[config.mk]
export PLATFORM = sky130hd
export DESIGN_NAME = bcd_multi_counter
export DESIGN_NICKNAME = d
export VERILOG_FILES = /design/src/rtl/bcd_multi_counter.sv
export SDC_FILE = /design/constraint.sdc
export NUM_CORES = 1
export LEC_CHECK = 0
export BUFFER_PORTS_ARGS = -buffer_cell sky130_fd_sc_hd__buf_2
export CAP_MARGIN = 5
export CORE_AREA = 2 2 67 69
export CTS_CLUSTER_DIAMETER = 150
export CTS_CLUSTER_SIZE = 28
export DETAILED_ROUTE_END_ITERATION = 10
export DIE_AREA = 0 0 69 71
export PLACE_DENSITY = 0.84
export RECOVER_POWER = 50
export SLEW_MARGIN = 20
export SYNTH_ARGS = -nofsm -noshare
export SYNTH_HDL_FRONTEND = slang
export SYNTH_SLANG_ARGS = --single-unit
[constraint.sdc]
create_clock -name clk -period 4.7 [get_ports clk]
set_input_delay 0.94 -clock clk [delete_from_list [all_inputs] [get_ports clk]]
set_output_delay 0.94 -clock clk [all_outputs]
set_load 0.05 [all_outputs]
[src/rtl/bcd_multi_counter.sv]
// Cascaded up/down BCD counter with validated parallel load and active-low 7-segment outputs.
// Optional leading-zero blanking of the display is enabled by defining BCD_LEADING_ZERO_BLANK_EN.
module bcd_multi_counter #(
    parameter int unsigned DIGITS = 4
) (
    input  logic                  clk,
    input  logic                  rst_syn,
    input  logic                  en,
    input  logic                  up_dn,
    input  logic                  load,
    input  logic [4*DIGITS-1:0]   Din,
    output logic [4*DIGITS-1:0]   Q,
    output logic                  carry_out,
    output logic                  load_err,
    output logic [8*DIGITS-1:0]   Q_out
);

    logic [4*DIGITS-1:0] q_q, q_d;
    logic                carry_q, carry_d;
    logic                err_q, err_d;
    logic [4*DIGITS-1:0] q_step;
    logic                step_wrap;
    logic                din_bad;

    function automatic logic [7:0] seg7(input logic [3:0] d);
        logic [7:0] s;
        unique case (d)
            4'd0:    s = 8'hC0;
            4'd1:    s = 8'hF9;
            4'd2:    s = 8'hA4;
            4'd3:    s = 8'hB0;
            4'd4:    s = 8'h99;
            4'd5:    s = 8'h92;
            4'd6:    s = 8'h82;
            4'd7:    s = 8'hF8;
            4'd8:    s = 8'h80;
            4'd9:    s = 8'h90;
            default: s = 8'hFF;
        endcase
        return s;
    endfunction

    // Full ripple through all digits in one cycle; ripple out of the top digit is the wrap.
    always_comb begin : p_step
        logic       ripple;
        logic [3:0] dig;
        q_step = q_q;
        ripple = 1'b1;
        for (int k = 0; k < int'(DIGITS); k++) begin
            dig = q_q[4*k +: 4];
            if (ripple) begin
                if (up_dn) begin
                    if (dig == 4'd9) begin
                        q_step[4*k +: 4] = 4'd0;
                    end else begin
                        q_step[4*k +: 4] = dig + 4'd1;
                        ripple = 1'b0;
                    end
                end else begin
                    if (dig == 4'd0) begin
                        q_step[4*k +: 4] = 4'd9;
                    end else begin
                        q_step[4*k +: 4] = dig - 4'd1;
                        ripple = 1'b0;
                    end
                end
            end
        end
        step_wrap = ripple;
    end

    always_comb begin
        din_bad = 1'b0;
        for (int k = 0; k < int'(DIGITS); k++) begin
            if (Din[4*k +: 4] > 4'd9) begin
                din_bad = 1'b1;
            end
        end
    end

    always_comb begin
        q_d     = q_q;
        carry_d = 1'b0;
        err_d   = 1'b0;
        if (load) begin
            // A rejected load also swallows en for that cycle.
            if (din_bad) begin
                err_d = 1'b1;
            end else begin
                q_d = Din;
            end
        end else if (en) begin
            q_d     = q_step;
            carry_d = step_wrap;
        end
    end

    always_ff @(posedge clk or negedge rst_syn) begin
        if (!rst_syn) begin
            q_q     <= '0;
            carry_q <= 1'b0;
            err_q   <= 1'b0;
        end else begin
            q_q     <= q_d;
            carry_q <= carry_d;
            err_q   <= err_d;
        end
    end

`ifdef BCD_LEADING_ZERO_BLANK_EN
    // Scan from the most significant digit; blank zeros until the first non-zero digit.
    always_comb begin : p_seg
        logic       higher_zero;
        logic [3:0] dig;
        Q_out       = '1;
        higher_zero = 1'b1;
        for (int k = int'(DIGITS) - 1; k >= 0; k--) begin
            dig = q_q[4*k +: 4];
            if (k >= 1 && higher_zero && dig == 4'd0) begin
                Q_out[8*k +: 8] = 8'hFF;
            end else begin
                Q_out[8*k +: 8] = seg7(dig);
            end
            higher_zero = higher_zero & (dig == 4'd0);
        end
    end
`else
    always_comb begin
        Q_out = '1;
        for (int k = 0; k < int'(DIGITS); k++) begin
            Q_out[8*k +: 8] = seg7(q_q[4*k +: 4]);
        end
    end
`endif

    assign Q         = q_q;
    assign carry_out = carry_q;
    assign load_err  = err_q;

endmodule

==> results.py <==
metrics = {
    "synth": {
        "yosys_warnings": 0,
        "synth_top_area_share_pct": 20.2,
        "synth-seq-cells": 18,
        "yosysUniqueCellTypes": 55,
        "async_flop_share_pct": 100,
        "synth_area_leaders": "dfrtp_1 20%, ha_1 11%, a21oi_1 6.7%",
        "synthCells": 317,
        "synth_edf_count": 0,
        "ys.flop_type": "dfrtp_1",
        "avgSynthCellArea_sq_um": 7.04,
        "netlist_area_sq_um": 2230,
        "yosys.area.top_type": "dfrtp_1",
        "synth.yosys.seq_area_share_pct": 20.2,
    },
    "floorplanning": {
        "row_count": 24,
        "initial_utilization_pct": 53.1,
        "fp.dieW_um": 69,
        "die_h_um": 71,
        "die_area_sq_um": 4900,
        "core_region_area_sq_um": 4200,
        "num_io_pins": 71,
    },
    "layout": {
        "mostFrequentLayoutCells": "45 x buf_2, 39 x nand2_1, 38 x nor2_1, 30 x a21oi_1, 29 x o21ai_0",
        "nets": 408,
        "area_growth_pct": 13.7,
        "seqCellArea_sq_um": 450,
        "multi_input_area_sq_um": 1600,
        "antenna_cells": 0,
        "n_fill_cell": 411,
        "drive_gt1_share_pct": 17.2,
        "final_common_cell": "buf_2",
    },
    "worst_setup_path": {
        "required_ns": 4.85,
        "path_max_fanout": 33,
        "crit_slowest_cell": "clkbuf_1",
        "path_cells": "clkbuf_1, clkinv_1, a31o_2, nand4_1, nand2_1, o221a_2",
        "crit_type": "in2reg",
        "cp_num_buf_inv": 2,
        "cp_slowest_stage_delay_ns": 0.90,
        "cp-end-kind": "flop",
        "setup.worst_path.start_class": "input pin",
        "crit_family": "buffers and inverters",
        "arrival_ns": 3.46,
    },
    "routing": {
        "viasPerCell": 5.81,
        "first_pass_iters": 6,
        "wl_per_cell_um": 13.5,
        "antenna_left": 0,
        "drc": 0,
        "routed_wl_mm": 5.65,
        "drtIter0Drc": 273,
        "vias": 2430,
    },
    "job": {
        "drv_cap": 0,
    },
    "placement": {
        "hpwlAfterDp_mm": 4.13,
        "globalplace.congestion": 0.963,
        "portBuffers": 66,
    },
    "clock_network": {
        "clock_latency_ns": 0.26,
        "hold_buffers": 0,
        "cts_root_buf": "clkbuf_8",
        "cts_buffers": 3,
        "numClockSinks": 18,
        "clkTransAtPathRegs_ns": 0.07,
        "cts_tree": "done",
        "htreeDepth": 1,
        "post_cts_buffers": 0,
        "ctsResizeCount": 0,
        "cts_buffer_depth": 2,
    },
    "timing": {
        "finClkSkew_ns": 0.00310,
        "finalSetupViolations": 0,
        "slew_violations": 0,
        "worstMarginPinSlew_ns": 1.26,
        "rsz0062_at_grt": "no",
        "fin_crit_sh_pct": 70.5,
        "setup_tns_ns": 0,
        "hold_viol_final": 0,
        "fin_crit_ns": 3.32,
        "relSlewSlack_pct": 16.1,
        "fmax_mhz": 302,
    },
    "global_route": {
        "antenna_found_initial": 0,
        "grt_pass1_wl_mm": 9.30,
        "grt_max_degree": 34,
        "grtUsageMet1_pct": 31.5,
        "top_usage_layer": "met2",
        "grt_pass1_vias": 2013,
        "grtUsageMet3_pct": 2.85,
        "grt_remaining_overflow": 0,
        "grt_use_total_pct": 22.2,
        "grt_util_met2_pct": 36.1,
    },
    "worst_hold_path": {
        "min_path_type": "reg2reg",
    },
    "status": {
        "outcome": "complete, no violations",
    },
}
-- synth_stat cells, types with 3 or more instances --
master and count:
a21oi_1 30, ha_1 20, inv_1 14, clkbuf_1 15
xnor2_1 3, dfrtp_1 18, a31oi_1 7, or3b_2 3
and3_1 3, mux2i_1 4, or2_2 3, nand2b_1 13
o21ai_0 29, nor2_1 38, buf_4 4, nor3_1 6
o211ai_1 5, a311oi_1 3, clkinv_1 3, nand2_1 39
nand3_1 13
-- layer usage --
layer  wire [um]  part of all wire [%]  vias to the layer above
li1            -                     -                     1221
met1        2620                    46                     1104
met2        2590                    46                       97
met3         382                   6.8                        8
met4          65                   1.2                        0
met5           0                     0                        -
-- state kept, by name (all words and copies together), names as in the netlist --
signal	flops
load_err	1
carry_out	1
Q	16
-- path summary, 6_finish.rpt --
path	start	slack (ns)	cells after the start	to
setup / recovery	up_dn	1.38	6	Q[13]$_DFFE_PN0P_
hold / removal	Q[8]$_DFFE_PN0P_	0.68	2	Q[8]$_DFFE_PN0P_
setup reg to reg	Q[1]$_DFFE_PN0P_	2.07	7	Q[13]$_DFFE_PN0P_
hold reg to reg	Q[8]$_DFFE_PN0P_	0.68	2	Q[8]$_DFFE_PN0P_
max in group asynchronous	rst_syn	3.25	1	load_err$_DFF_PN0_
min in group asynchronous	rst_syn	0.83	1	Q[1]$_DFFE_PN0P_
-- per-stage QoR --
step	utilization [%]	hold WS (ns)	cell area [sq um]	setup slack, ns	cells
finish	60.4	0.681	2540	1.38	418
global route	60.4	0.702	2540	1.24	418
global placement	60.0	0.667	2520	2.03	414
floorplan	-	0.644	2240	1.19	320
detailed placement	60.0	0.665	2520	1.97	414
CTS	61.3	0.632	2580	1.74	418
-- cell families (layout without fill, tap and decap cells) --
| group | after synthesis | after routing | share of synthesized area (%) |
|---|---|---|---|
| muxes | 5 | 5 | 2.30 |
| and+or+nand+nor | 127 | 127 | 27.5 |
| other | 1 | 4 | 0.168 |
| buffers and inverters | 41 | 87 | 8.02 |
| xor gates and xnor gates | 4 | 4 | 1.57 |
| AOI/OAI and AO/OA | 101 | 101 | 29.0 |
| DFF | 18 | 18 | 20.2 |
| adders and majority gates | 20 | 20 | 11.2 |
-- worst reg2reg max path, cell delays in order (launching register included) --
cell and delay [ns]:
dfrtp_1 0.50, inv_1 0.19, ha_1 0.33, or3b_4 0.43
a211oi_4 0.24, nand4_1 0.34, a311o_1 0.38, o221a_2 0.12
-- area by class of cell --
type                    count  share of cell area (%)
repair buffers             66                    12.0
multi-input cells         261                    63.0
clock buffers               4                    2.17
flip-flops and latches     18                    17.8
well taps                  52                    2.56
inverters                  17                    2.51
Power is not shown: default switching activity piles up to over one toggle a cycle in this logic, so the estimate is an artifact.
